[src/rtl/vga_text_engine_if.sv]
// ============================================================================
// Module      : vga_text_engine_if
// Description : Fetch bus between the text engine and its char/attr RAM and
//               glyph ROM (both synchronous, data one clock after address).
// Revision    : 1.0 - initial release
// ============================================================================
`default_nettype none

interface vga_text_engine_if #(
    parameter int ROW_BITS = 6,
    parameter int COL_BITS = 6
);
    logic [ROW_BITS+COL_BITS:0] cram_addr;
    logic [7:0]                 cram_q;
    logic [10:0]                crom_addr;
    logic [7:0]                 crom_q;

    modport master (output cram_addr, output crom_addr, input cram_q, input crom_q);
    modport slave  (input cram_addr, input crom_addr, output cram_q, output crom_q);
endinterface

`default_nettype wire

[src/rtl/vga_text_engine.sv]
// ============================================================================
// Module      : vga_text_engine
// Description : Text-mode VGA engine with programmable timing, attributes,
//               blinking cursor, frame-synchronous scroll and vblank status.
// Revision    : 1.0 - initial release
// ============================================================================
`default_nettype none

module vga_text_engine #(
    parameter int H_VIS        = 400,
    parameter int H_FP         = 20,
    parameter int H_SYNC       = 64,
    parameter int H_BP         = 44,
    parameter int V_VIS        = 600,
    parameter int V_FP         = 1,
    parameter int V_SYNC       = 4,
    parameter int V_BP         = 23,
    parameter bit HS_POL       = 1'b1,
    parameter bit VS_POL       = 1'b1,
    parameter int V_SHIFT      = 1,
    parameter int COL_BITS     = 6,
    parameter int ROW_BITS     = 6,
    parameter int BLINK_BITS   = 4,
    parameter int CURSOR_START = 6
) (
    input  wire logic                clk_20MHz,
    input  wire logic                reset,
    vga_text_engine_if.master        mem,
    input  wire logic                cursor_en,
    input  wire logic [COL_BITS-1:0] cursor_col,
    input  wire logic [ROW_BITS-1:0] cursor_row,
    input  wire logic [ROW_BITS-1:0] scroll_row,
    output logic                     h_sync,
    output logic                     v_sync,
    output logic [3:0]               R,
    output logic [3:0]               G,
    output logic [3:0]               B,
    output logic                     vblank,
    output logic                     frame_pulse
);
    localparam int HT     = H_VIS + H_FP + H_SYNC + H_BP;
    localparam int VT     = V_VIS + V_FP + V_SYNC + V_BP;
    localparam int H_BITS = $clog2(HT);
    localparam int V_BITS = $clog2(VT);

    logic [H_BITS-1:0]     h;
    logic [V_BITS-1:0]     v;
    logic [BLINK_BITS-1:0] frame_cnt;

    logic [ROW_BITS-1:0] scroll_lat, cur_row_lat;
    logic [COL_BITS-1:0] cur_col_lat;
    logic                cur_en_lat;

    logic [7:0] char_r, attr_r, glyph_r;
    logic [7:0] disp_attr, disp_glyph;
    logic       disp_vis, disp_cur;
    logic [7:0] hs_d, vs_d, vb_d;
    logic       vs_act;

    logic                h_last, v_last, frame_start, vs_lead;
    logic                raw_hs, raw_vs, raw_vb, cell_vis, cell_cur;
    logic [2:0]          phase, gline;
    logic [V_BITS-1:0]   ty;
    logic [ROW_BITS-1:0] row_screen, row_text, scroll_use;
    logic [COL_BITS-1:0] col;

    always_comb begin
        h_last      = (h == H_BITS'(HT - 1));
        v_last      = (v == V_BITS'(VT - 1));
        frame_start = (h == '0) && (v == '0);
        vs_lead     = (h == '0) && (v == V_BITS'(V_VIS + V_FP));
        raw_hs      = (h >= H_BITS'(H_VIS + H_FP)) && (h < H_BITS'(H_VIS + H_FP + H_SYNC));
        raw_vs      = (v >= V_BITS'(V_VIS + V_FP)) && (v < V_BITS'(V_VIS + V_FP + V_SYNC));
        raw_vb      = (v >= V_BITS'(V_VIS));
        phase       = h[2:0];
        ty          = v >> V_SHIFT;
        gline       = ty[2:0];
        row_screen  = ROW_BITS'(ty >> 3);
        col         = COL_BITS'(h >> 3);
        // Bypass the latch on the very first cycle so the new frame's first fetch already sees it
        scroll_use  = frame_start ? scroll_row : scroll_lat;
        row_text    = row_screen + scroll_use;
        cell_vis    = (h < H_BITS'(H_VIS)) && (v < V_BITS'(V_VIS));
        cell_cur    = cur_en_lat && (col == cur_col_lat) && (row_screen == cur_row_lat)
                      && (gline >= 3'(CURSOR_START));
        mem.cram_addr = {phase != 3'd0, row_text, col};
        mem.crom_addr = {char_r, gline};
    end

    logic       pix_bit, cur_on, is_fg, hide, bright;
    logic [2:0] colr;

    always_comb begin
        pix_bit = disp_glyph[h[2:0]];
        cur_on  = disp_cur & frame_cnt[BLINK_BITS-2];
        is_fg   = pix_bit ^ cur_on;
        hide    = is_fg & ~disp_attr[7] & ~frame_cnt[BLINK_BITS-1] & ~cur_on;
        colr    = is_fg ? disp_attr[6:4] : disp_attr[2:0];
        bright  = disp_attr[3] | is_fg;
    end

    always_ff @(posedge clk_20MHz) begin
        if (reset) begin
            h           <= '0;
            v           <= '0;
            frame_cnt   <= '0;
            scroll_lat  <= '0;
            cur_en_lat  <= 1'b0;
            cur_col_lat <= '0;
            cur_row_lat <= '0;
        end else begin
            h <= h_last ? '0 : h + 1'b1;
            if (h_last) v <= v_last ? '0 : v + 1'b1;
            if (frame_start) begin
                scroll_lat  <= scroll_row;
                cur_en_lat  <= cursor_en;
                cur_col_lat <= cursor_col;
                cur_row_lat <= cursor_row;
            end
            if (vs_lead) frame_cnt <= frame_cnt + 1'b1;
        end
    end

    // Cell fetch: char, attr, glyph captured in successive phases, handed over at phase 7
    always_ff @(posedge clk_20MHz) begin
        if (reset) begin
            char_r     <= '0;
            attr_r     <= '0;
            glyph_r    <= '0;
            disp_attr  <= '0;
            disp_glyph <= '0;
            disp_vis   <= 1'b0;
            disp_cur   <= 1'b0;
        end else begin
            case (phase)
                3'd1: char_r  <= mem.cram_q;
                3'd2: attr_r  <= mem.cram_q;
                3'd3: glyph_r <= mem.crom_q;
                3'd7: begin
                    disp_attr  <= attr_r;
                    disp_glyph <= glyph_r;
                    disp_vis   <= cell_vis;
                    disp_cur   <= cell_cur;
                end
                default: ;
            endcase
        end
    end

    always_ff @(posedge clk_20MHz) begin
        if (reset) begin
            hs_d        <= '0;
            vs_d        <= '0;
            vb_d        <= '0;
            vs_act      <= 1'b0;
            h_sync      <= ~HS_POL;
            v_sync      <= ~VS_POL;
            vblank      <= 1'b0;
            frame_pulse <= 1'b0;
            R           <= '0;
            G           <= '0;
            B           <= '0;
        end else begin
            hs_d        <= {hs_d[6:0], raw_hs};
            vs_d        <= {vs_d[6:0], raw_vs};
            vb_d        <= {vb_d[6:0], raw_vb};
            vs_act      <= vs_d[7];
            h_sync      <= hs_d[7] ? HS_POL : ~HS_POL;
            v_sync      <= vs_d[7] ? VS_POL : ~VS_POL;
            vblank      <= vb_d[7];
            frame_pulse <= vs_d[7] & ~vs_act;
            if (!disp_vis || hide) begin
                R <= '0;
                G <= '0;
                B <= '0;
            end else begin
                R <= {bright & colr[2], {3{colr[2]}}};
                G <= {bright & colr[1], {3{colr[1]}}};
                B <= {bright & colr[0], {3{colr[0]}}};
            end
        end
    end
endmodule

`default_nettype wire

[src/flat_wrapper.sv]
// flat-port wrapper written by rule: the top's interface ports become plain ports
module vga_text_engine_flat 
#(
    parameter int H_VIS        = 400,
    parameter int H_FP         = 20,
    parameter int H_SYNC       = 64,
    parameter int H_BP         = 44,
    parameter int V_VIS        = 600,
    parameter int V_FP         = 1,
    parameter int V_SYNC       = 4,
    parameter int V_BP         = 23,
    parameter bit HS_POL       = 1'b1,
    parameter bit VS_POL       = 1'b1,
    parameter int V_SHIFT      = 1,
    parameter int COL_BITS     = 6,
    parameter int ROW_BITS     = 6,
    parameter int BLINK_BITS   = 4,
    parameter int CURSOR_START = 6
)
  (clk_20MHz, reset, cursor_en, cursor_col, cursor_row, scroll_row, h_sync, v_sync, R, G, B, vblank, frame_pulse, mem_cram_addr, mem_crom_addr, mem_cram_q, mem_crom_q);
  vga_text_engine_if #(.ROW_BITS(ROW_BITS), .COL_BITS(COL_BITS)) mem_i ();
  input  wire logic clk_20MHz;
  input  wire logic reset;
  input  wire logic cursor_en;
  input  wire logic [COL_BITS-1:0] cursor_col;
  input  wire logic [ROW_BITS-1:0] cursor_row;
  input  wire logic [ROW_BITS-1:0] scroll_row;
  output logic h_sync;
  output logic v_sync;
  output logic [3:0] R;
  output logic [3:0] G;
  output logic [3:0] B;
  output logic vblank;
  output logic frame_pulse;
  output wire logic [$bits(mem_i.cram_addr)-1:0] mem_cram_addr;
  output wire logic [$bits(mem_i.crom_addr)-1:0] mem_crom_addr;
  input wire logic [$bits(mem_i.cram_q)-1:0] mem_cram_q;
  input wire logic [$bits(mem_i.crom_q)-1:0] mem_crom_q;
  assign mem_cram_addr = mem_i.cram_addr;
  assign mem_crom_addr = mem_i.crom_addr;
  assign mem_i.cram_q = mem_cram_q;
  assign mem_i.crom_q = mem_crom_q;
  vga_text_engine #(.H_VIS(H_VIS), .H_FP(H_FP), .H_SYNC(H_SYNC), .H_BP(H_BP), .V_VIS(V_VIS), .V_FP(V_FP), .V_SYNC(V_SYNC), .V_BP(V_BP), .HS_POL(HS_POL), .VS_POL(VS_POL), .V_SHIFT(V_SHIFT), .COL_BITS(COL_BITS), .ROW_BITS(ROW_BITS), .BLINK_BITS(BLINK_BITS), .CURSOR_START(CURSOR_START)) u_core (.clk_20MHz(clk_20MHz), .reset(reset), .mem(mem_i), .cursor_en(cursor_en), .cursor_col(cursor_col), .cursor_row(cursor_row), .scroll_row(scroll_row), .h_sync(h_sync), .v_sync(v_sync), .R(R), .G(G), .B(B), .vblank(vblank), .frame_pulse(frame_pulse));
endmodule
[config.mk]
export PLATFORM = sky130hd
export DESIGN_NAME = vga_text_engine_flat
export DESIGN_NICKNAME = d
export VERILOG_FILES = /design/src/rtl/vga_text_engine_if.sv /design/src/rtl/vga_text_engine.sv /design/src/flat_wrapper.sv
export SDC_FILE = /design/constraint.sdc
export NUM_CORES = 1
export LEC_CHECK = 0
export CORE_MARGIN = 3
export CORE_UTILIZATION = 45
export DETAILED_ROUTE_END_ITERATION = 16
export MAX_ROUTING_LAYER = met4
export PLACE_DENSITY = 0.71
export REMOVE_ABC_BUFFERS = 1
export SLEW_MARGIN = 20
export SYNTH_ARGS = -nofsm -noshare
export SYNTH_HDL_FRONTEND = slang
export SYNTH_SLANG_ARGS = --single-unit
[constraint.sdc]
create_clock -name clk_20MHz -period 2.6 [get_ports clk_20MHz]
set_input_delay 0.26 -clock clk_20MHz [delete_from_list [all_inputs] [get_ports clk_20MHz]]
set_output_delay 0.26 -clock clk_20MHz [all_outputs]
set_load 0.05 [all_outputs]
[Word-level counts from Yosys, hierarchy flattened]
Index checks and enable logic that the tools add are counted.
Word-level totals
  bits in registers: 126
  logic and storage cells: 83
  bits of input ports: 37
  output and inout bits: 40
Operators by class
  $lt $le $gt $ge: 9
  add/sub/neg operators: 4
  multiplexer cells: 7
  reduce and logical (&&, ||, !) cells: 15
  equality and inequality tests: 9
  bitwise gates (word level): 14
Operator list (count)
  $eq 10x10->1 const B: 3
  $add 10x1->10 const B: 2
  $ge 10x10->1 const B: 2
  $logic_not 10->1: 2
  $lt 10x10->1 const B: 2
  $lt 10x9->1 const B: 2
  $eq 6x6->1: 2
  $ge 10x9->1 const B: 1
  $mux 10: 1
  $and 1x1->1: 8
  $logic_and 1x1->1: 8
  $add 6x6->6: 1
  $eq 3x2->1 const B: 2
  $mux 6: 1
  $add 4x1->4 const B: 1
  $lt 3x4->1 const B: 1
  $not 1->1: 4
  $reduce_or 2->1: 2
  $bmux 1 s3: 1
  $eq 3x1->1 const B: 1
  $eq 3x3->1 const B: 1
  $ge 3x3->1 const B: 1
  $mux 1: 3
  $mux 3: 1
  other kinds (5): 5

[Depth between registers and ports, before layout]
Gate-level depths: netlist (run 1).
  word-level depth: 8
  mapped depth: 15
  depth with buffers taken out: 13

[Least setup slack after synthesis (run 1)]
No wires, ideal clock.
  path type: register to output
  start: register u_core.h[0]
  end: output mem_cram_addr[11]
  arrival: 3.218 ns
  path buffers: 2
  slack: -0.878 ns
  stages on the path, launching flop included: 15
  data required time: 2.340 ns
  path through: dfxtp_1 -> buf_6 -> inv_1 -> ha_1 -> nor4b_1 -> nand4_1 -> nor2_1 -> buf_4 -> mux2i_1 -> inv_1 -> ha_1 -> a21o_1 -> a21oi_1 -> o21ai_0 -> xor2_1
On the way
  cells in the longest elaborated chain, start to end: 4
RTL lines
  start, declared: line vga_text_engine.sv:46  | logic [H_BITS-1:0] h;
  start signal, assigned: line vga_text_engine.sv:112  | h <= h_last ? '0 : h + 1'b1;
  $logic_not 10->1: line vga_text_engine.sv:70  | frame_start = (h == '0) && (v == '0);
  $logic_and 1x1->1: line vga_text_engine.sv:70
  $mux 6
  named net u_core.scroll_use[1]: line vga_text_engine.sv:64  | logic [ROW_BITS-1:0] row_screen, row_text, scroll_use;
  $add 6x6->6: line vga_text_engine.sv:82  | row_text = row_screen + scroll_use;
  end, declared: line flat_wrapper.sv:35  | output wire logic [$bits(mem_i.cram_addr)-1:0] mem_cram_addr;
The timed path passes the listed nets, and every way through them passes these cells.

[Worst setup path after layout (run 1)]
  start: register u_core.h[1]
  end: output mem_cram_addr[10]
Same word-level chain as after synthesis.

==> impl.org, run 1 <==
** Status
- The run finished, with violations left.
- Violated checks :: negative setup slack

** Worst hold path
- Min-Delay Path Class :: primary input to flop
- Hold Path Stages :: 3
- Worst hold endpoint :: u_core.disp_vis
- In this run the most critical hold path is launched from reset.

** GRT
- Across every metal layer, demand over resource in global routing totals 0.1858.
- Global routing finished with a remaining overflow of 0.
- The initial antenna violation count was 0.
- Largest net degree at the start of global routing :: 61
- The first global-routing pass estimated ~18 mm of wire.
- The via count of the first global-routing pass came to 3,860.

** Detailed routing
- Detailed-route DRC error count :: 0
- Routed wire length per instance :: 14.15 um
- Final Routed Wirelength :: 10.84 mm
- Across all layers, the routed design uses 3,865 vias.
- In this run, the number of DRC markers left after iteration 0 of detailed routing was between 150 and 200.
- Antenna Violating Nets Remaining :: 0
- The pre-antenna-repair detailed-routing pass consisted of 4 iterations.
- Dividing the detail-routed via count by the number of cells gives 5.046.

** Power and ir drop
- Leakage power figure :: between 2 and 3 nW
- P per Cell Area :: 718.4 nW/um2
- The analysis attributes to net switching a power of 1.165 mW.
- The internal power of the cells totals 3.757 mW.
- Max VDD drop :: 0.4166 mV
- Share of power burned in combinational logic :: 0.118
- Switching Share :: 0.2368
- Seq pwr share :: 0.387
- Part of the power in the clock network :: 0.495

** Placed design
- After detailed placement, the design holds a cell count of roughly 730.
- In this run the cell area measured after placement is 5995 um2.
- Final Wtd Congestion :: 0.8442
- IO buf count :: 76
- HPWL after detailed placement :: 7.145 mm

** Finish
- The area growth from synthesis to layout is 38.74%.
- Of the cells placed in the final design, the portion with a size suffix greater than 1 is 0.1937.
- Layout Cells excl Fill :: 766
- In the layout the commonest cells are dfxtp_1 (118), nor2_1 (73), clkdlybuf4s50_1 (69), buf_4 (46), mux2i_1 (44).
- The library cell used most frequently in the layout, excluding fill and tap cells, is dfxtp_1.
- Number of nets in the final layout :: 671
- Number of diodes :: 0
- Filler cells :: 804
- Summing all non-filler instances in the final layout gives an area of roughly 6900 um2.

** Timing
- Of the available clock period, the critical path in the final layout requires 1.310.
- Measured against its own limit, the worst slew margin works out to 0.5790.
- Final setup vio count :: 6
- Unrepaired setup endpoints after global routing :: yes
- Counting I/O delays and the setup requirement, the final critical path takes 3.405 ns.
- Number of slew-limit violations in the final report :: 0
- Static timing analysis puts the maximum clock frequency at around 300 MHz.
- Count of endpoints failing hold in the final timing report :: 0
- Across the routed clock network, the largest skew measured is 0.01085 ns.
- Worst slew pin tran :: around 0.63 ns
- Setup slack on the critical path of the routed design comes to -0.8048 ns.

** Floorplanning
- The die covers between 10,000 and 15,000 um2.
- For this configuration, the core starts out at a cell density of 0.4699.
- Die span in y :: 110.8 um
- Number of I/O pins :: 77
- Floorplan row count :: 37
- Core Box Area :: about 11,000 um2
- Die Span X :: 110.8 um

** CTS
- CTS Hold Buffers Added :: 0
- TritonCTS built the clock tree.
- For the worst-skew pair, the clock arrives at the later sink with an insertion delay of approximately 0.52 ns.
- Buffers inserted during clock tree synthesis total 17.
- CTS built an H-tree with a depth of 4.
- After clock tree synthesis, the clock-pin slew on the worst setup and hold paths is 0.06 ns.
- For this design, the sink count on the clock tree is 119.
- CTS placed an instance of clkbuf_8 at the clock tree root.
- The clock passes through at most 2 buffers.

** Worst setup path
- The worst setup path is launched from a flop.
- Category of the most critical setup path :: flop to output port
- In this design, the critical path's most frequently occurring cell is inv_2.
- CP max FO :: 4
- Launch instance of the worst register-to-register path :: u_core.h[0]
- The largest single stage delay on the critical path is 0.33 ns.
- Reg2Reg Capture Point :: u_core.v[2]
- Arrival @ worst endpoint :: about 3.1 ns
- Number of cells traversed by the worst register-to-register path :: 6
- Register-to-register setup slack :: about 0.47 ns
- Req. time, crit path :: 2.34 ns
- Critical Path Slowest Stage Cell :: mux2_4
- Chain of cells forming the critical path :: inv_2, ha_4, nor4b_4, nand4_1, nor2_1, buf_4, mux2_4, ha_4, inv_2, fa_2, inv_2, a21o_1, a21oi_2, xnor2_1, bufbuf_16
- Critical path capture point type :: output port

** Synthesis
- The most used flip-flop cell after synthesis is dfxtp_1.
- Synthesis warning total :: 0
- For this run, asynchronously set or reset flops after synthesis account for 0.
- Counting flops with a built-in enable in the synthesized netlist gives 0.
- Post-synthesis sequential area ratio :: 0.4824
- In this run, distinct cell masters in the synthesized netlist total 43.
- Synthesized instance count :: 516
- Netlist Area Pre-Place :: 4938 um2
- Mapped Avg Cell Area :: 9.571 um2
- Area share of the largest cell type after synthesis :: 0.4824
- The synthesized design contains 119 register bits.
- Post-synth top area cell :: dfxtp_1
- In the post-synthesis netlist, the biggest area contributors are dfxtp_1 (48%), mux2i_1 (9.1%), nor2_1 (5.5%).

** Flow run
- Max-cap violations :: 0
-- flip-flops by register name, summed over array words and instances (netlist names), 2 cells and up --
signal / cells
u_core.h: 10
u_core.v: 10
u_core.attr_r: 8
u_core.char_r: 8
u_core.disp_attr: 8
u_core.disp_glyph: 8
u_core.glyph_r: 8
u_core.hs_d: 8
u_core.vb_d: 8
u_core.vs_d: 8
u_core.cur_col_lat: 6
u_core.cur_row_lat: 6
u_core.scroll_lat: 6
u_core.frame_cnt: 4
u_core.B: 2
u_core.G: 2
u_core.R: 2
-- through the flow --
step / hold WS, ns / setup TNS, ns / util / setup WS (ns) / power, mW
3_5_place_dp: 0.4088 / -1.630 / 0.5704 / -0.4780 / 2.460
4_1_cts: 0.1505 / -3.601 / 0.6484 / -0.8428 / 4.969
2_1_floorplan: 0.3291 / -9.600 / - / -1.789 / 2.209
6_report: 0.1661 / -3.667 / 0.6520 / -0.8048 / 4.922
3_3_place_gp: 0.4007 / -1.446 / 0.5704 / -0.4274 / 2.446
5_1_grt: 0.1664 / -4.462 / 0.6520 / -0.9699 / 5.084
-- per-layer routing --
layer / GRT usage / routed length, um / vias up / share of wire
li1: - / - / 1921 / -
met1: 0.2208 / 4635 / 1822 / 0.43
met2: 0.3030 / 5539 / 103 / 0.51
met3: 0.04094 / 465 / 19 / 0.043
met4: 0.08210 / 196 / 0 / 0.018
met5: - / 0 / - / 0
-- worst max-delay path, delay by kind of cell (launching register included) --
| kind | cells | cell delay, ns |
|---|---|---|
| buffers and inverters | 5 | 0.60 |
| adder cells (fa/ha/maj) | 3 | 0.51 |
| multiplexers | 1 | 0.33 |
| flip-flops | 1 | 0.32 |
| XOR/XNOR | 1 | 0.13 |
| AO/OA/AOI/OAI | 2 | 0.29 |
| AND/OR/NAND/NOR | 3 | 0.45 |
-- logic make-up after synthesis --
group,count (synthesis),share of synthesized area
compound gates,58,0.07094
simple gates,181,0.1766
mux,51,0.1079
buf+inv,56,0.05726
fa+ha+maj,17,0.04459
flops,119,0.4824
xor+xnor,34,0.06030
-- how the worst max path moves through the flow --
stage                                    to         from  slack [ns]
final                     mem_cram_addr[10]  u_core.h[1]       -0.80
after CTS                 mem_cram_addr[10]  u_core.h[1]       -0.84
after global placement    mem_cram_addr[10]  u_core.h[0]       -0.43
after global routing      mem_cram_addr[10]  u_core.h[1]       -0.97
after detailed placement  mem_cram_addr[10]  u_core.h[0]       -0.48
after floorplan           mem_cram_addr[11]  u_core.h[4]       -1.79
-- synth_stat cells, types with 2 or more instances --
cell      instances
buf_4            16
nor4b_1           2
nor2_1           73
a21oi_1          24
nand3_1           9
clkbuf_1         19
nor3_1            6
xor2_1           17
a21o_1            2
buf_2             4
mux2_2            4
dfxtp_1         119
nor2b_1          29
and3_1            7
nor4_1            3
nand2b_1          2
mux2i_1          45
ha_1             16
or3_1             2
nand4_1          10
xnor2_1          17
buf_1             4
inv_1            12
a22o_1            3
nand2_1          32
a32o_2            3
o21ai_0          20
-- power by group through the flow --
stage / sequential (mW) / combinational [mW] / clock (mW)
floorplan: 1.97 / 0.239 / 0
global placement: 1.94 / 0.508 / 0
detailed placement: 1.94 / 0.519 / 0
CTS: 1.90 / 0.582 / 2.48
global route: 1.91 / 0.624 / 2.55
finish: 1.91 / 0.582 / 2.43
-- area by class of cell --
cell class,count,area [um2],area share
clock inverters,14,198.9,0.02904
well taps,136,170.2,0.02484
clock buffers,18,427.9,0.06245
inverters,12,45.04,0.006574
flip-flops and latches,119,2384,0.3479
multi-input cells,341,2402,0.3506
repair buffers,126,1224,0.1786
-- what timing repair did --
action	in CTS	in global routing
setup endpoints to repair	6	6
gates resized for setup	31	4
setup buffers	4	6
pin swaps	12	4
cloned	0	0
No activity file was read; power rests on OpenSTA's default activity.
==> run 2: changes to the inputs <==
--- a/config.mk
+++ b/config.mk
@@ -8,8 +8,9 @@
 export CORE_MARGIN = 3
 export CORE_UTILIZATION = 45
 export DETAILED_ROUTE_END_ITERATION = 16
+export GPL_TIMING_DRIVEN = 0
 export MAX_ROUTING_LAYER = met4
-export PLACE_DENSITY = 0.71
+export PLACE_DENSITY = 0.69
 export REMOVE_ABC_BUFFERS = 1
 export SLEW_MARGIN = 20
 export SYNTH_ARGS = -nofsm -noshare
==> run 2 against run 1 <==
Compared with the run above:
- the flow still finishes with violations (negative setup slack)
- critical endpoint is now mem_cram_addr[11]
- sequential cell count unchanged
- count of clock-buffer cells in the layout unchanged
- non-clock buffer count down 28
- global-route usage down 0.56 points
- register-to-register slack worse by 0.23 ns
- largest power group unchanged
- utilization down 2.5 points
- first-iteration DRC count up 39%
- wire length down 2.8%
==> impl.org, run 2 (synthesis results as in run 1) <==
** Floorplanning
- The total number of placement rows came to 37 (unchanged).
- Die Span X :: 110.8 um (unchanged)
- The initial core utilization is 0.4699 (unchanged).
- Number of I/O pins :: 77 (unchanged)
- The y dimension of the die was 110.8 um (unchanged).
- The placeable core region came to 10,510 um2 (unchanged).
- The die outline area is 12,270 um2 (unchanged).

** Worst setup path
- Largest stage delay on the critical path :: 0.35 ns (+0.02 ns)
- The most critical setup path has its startpoint at u_core.h[1].
- The most critical setup path has its endpoint at mem_cram_addr[11].
- Largest delay share family, worst path :: simple AND/OR/NAND/NOR gates
- Critical Path Slowest Stage Cell :: dfxtp_4
- Number of buffer and inverter stages on the critical path :: 4 (-1)
- The endpoint identified for the worst register-to-register timing path is u_core.disp_cur.
- Chain of cells forming the critical path :: inv_4, ha_4, nor4b_4, nand4_1, nor2_4, buf_4, buf_6, mux2_4, ha_4, a21oi_1, o21ai_2, xor2_1, buf_4
- The total number of cells along the worst setup path is 13 (-2).
- Worst Setup Start Kind :: flop
- Arrival @ worst endpoint :: 3.31 ns (+0.17 ns)
- The largest fanout on the critical path is 5 (+1).
- The depth of the most critical reg-to-reg path is 7 (+1).
- The data required time of the critical path was 2.34 ns (about the same).
- The reg-to-reg setup timing slack was 0.24 ns (-0.23 ns).
- The startpoint identified for the worst register-to-register timing path is u_core.h[0].
- Category of the most critical setup path :: flop to output port
- The worst setup path is captured at an output port.

** Placed design
- The number of placed instances, taps included came to 685 (-5.5%).
- The instance area at placement is 5652 um2 (-5.7%).
- The final RePlAce weighted congestion came to 0.7996 (-5.3%).
- HPWL after detailed placement :: 6.588 mm (-7.8%)
- The number of I/O port buffers was 76 (unchanged).

** Timing
- The minimum setup slack in the final design came to -0.9663 ns (-0.1615 ns).
- The final-report max-slew violation count is 0 (unchanged).
- Unrepaired setup endpoints after global routing :: yes
- The final clock skew is 0.009515 ns (-0.001334 ns).
- The setup-violating endpoint count in the final report was 6 (unchanged).
- Total negative setup slack :: -4.254 ns (-0.5871 ns)
- The normalized max-slew margin was 0.6008 (+0.02172).
- The hold slack was 0.1380 ns (-0.02810 ns).
- Worst slew pin tran :: 0.5989 ns (-0.03129 ns)
- Count of endpoints failing hold in the final timing report :: 0 (unchanged)
- The share of the cycle needed by the critical path after routing was 1.372 (+0.06212).
- The time the worst path needs with I/O delays and setup came to 3.566 ns (+0.1615 ns).
- Achievable frequency :: 280.4 MHz (-4.5%)

** Finish
- In the layout the commonest cells are dfxtp_1 (116), nor2_1 (71), clkdlybuf4s50_1 (69), mux2i_1 (44), nand2_1 (32).
- Leaving out fill and tap cells, the most frequent cell in the layout is dfxtp_1.
- The number of fill cells in the layout is 838 (+4.2%).
- The fraction of final layout cells sized beyond drive strength 1 came to 0.1672 (-0.02643).
- The antenna diode count came to 0 (unchanged).
- The number of nets in the layout came to 645 (-3.9%).
- Post-Route Utilization :: 0.6270 (-0.02500)
- Post-route cell area :: 6589 um2 (-3.8%)
- Largest registers :: u_core.h: 10 flops, u_core.v: 10 flops
- Compared with the post-synthesis result, the final layout area differs by 33.42%.
- The final non-filler cell total was 740 (-3.4%).
- Area used by sequential logic in the layout :: 2391 um2 (+0.31%)
- Multi-input combinational cell area :: 2459 um2 (+2.3%)

** Power and ir drop
- P per Cell Area :: 709.2 nW/um2 (-1.3%)
- The peak ir drop on the vdd network came to 0.3823 mV (-8.2%).
- Leakage power figure :: 2.630 nW (-6.5%)

** CTS
- Clock latency at the later pin of the worst-skew pair :: 0.52 ns (about the same)
- Clock buffer depth :: 2 (unchanged)
- The number of clock buffers inserted by TritonCTS is 17 (unchanged).
- TritonCTS built the clock tree.
- Clock tree synthesis selected as its root buffer the cell clkbuf_8.
- Number of H-tree levels :: 4 (unchanged)
- The CTS sink count was 119 (unchanged).
- CTS clk-pin slew, worst paths :: 0.06 ns (about the same)

** Detailed routing
- Routed wire length per instance :: 14.23 um (+0.61%)
- Routed via count :: 3,761 (-2.7%)
- The number of nets with antenna violations after routing was 0 (unchanged).
- Detail-routed via count per cell :: 5.082 (+0.73%)
- Drt first pass iters :: 5 (+1)
- The overall routed net length is 10.53 mm (-2.8%).
- Drt first-iter violations :: 273 (+39%)
- The number of remaining DRC errors is 0 (unchanged).

** GRT
- Total congestion overflow :: 0 (unchanged)
- The all-layer global routing usage is 0.1802 (-0.005625).
- The first-pass GRT wire length came to 17.66 mm (-2.5%).
- The pin count of the biggest net entering global routing came to 60 (-1.6%).
- Antenna violations before repair :: 0 (unchanged)
- The via count of the first global-routing pass is 3,722 (-3.6%).

** Status
- Status :: complete, but fails checks
- The final reports fail on negative setup slack.

** Flow run
- The count of maximum capacitance violations is 0 (unchanged).

** Worst hold path
- Min-Delay Path Class :: primary input to flop
==> run 2: what timing repair did <==
| action | in CTS | in global routing |
|---|---|---|
| pin swaps | 10 | 7 |
| endpoints found under the setup margin | 27 | 6 |
| hold endpoints to repair | 0 | 0 |
| hold buffers | 0 | 0 |
| buffers inserted | 14 | 7 |
| cloned | 2 | 0 |
| gates resized for setup | 74 | 11 |
==> run 2: routing by layer <==
| layer | track usage | vias up | part of all wire |
|---|---|---|---|
| met3 | 0.05240 | 10 | 0.053 |
| met5 | - | - | 0 |
| met1 | 0.2154 | 1776 | 0.44 |
| met4 | 0.05829 | 0 | 0.013 |
| li1 | - | 1876 | - |
| met2 | 0.2933 | 99 | 0.49 |
==> run 2: worst min-delay path by stage <==
stage,from,end,cells after the start
floorplan,reset,u_core.cur_col_lat[0],1
global placement,u_core.vs_act,u_core.frame_pulse,1
detailed placement,u_core.vs_act,u_core.frame_pulse,1
CTS,reset,u_core.char_r[3],2
global route,reset,u_core.attr_r[3],2
finish,reset,u_core.attr_r[3],2
==> run 2: through the flow <==
| stage | power [mW] | setup WS (ns) |
|---|---|---|
| floorplan | 2.209 | -1.789 |
| global placement | 2.372 | -2.833 |
| detailed placement | 2.387 | -2.588 |
| CTS | 4.680 | -0.8809 |
| global route | 4.846 | -1.152 |
| finish | 4.673 | -0.9663 |
==> run 2: layout make-up <==
type,instances,share of cell area
clock buffer,18,0.06494
clock inverter,14,0.02070
inverter,12,0.007596
multi-input combinational,343,0.3731
sequential,119,0.3629
tap,136,0.02583
timing repair buffer,98,0.1449
==> run 2: power breakdown <==
part           internal (mW)  switching [mW]  total [mW]  leakage [nW]
combinational          0.267           0.297       0.563          1.39
sequential              1.88          0.0312        1.91         0.966
clock                   1.31           0.890        2.20         0.270
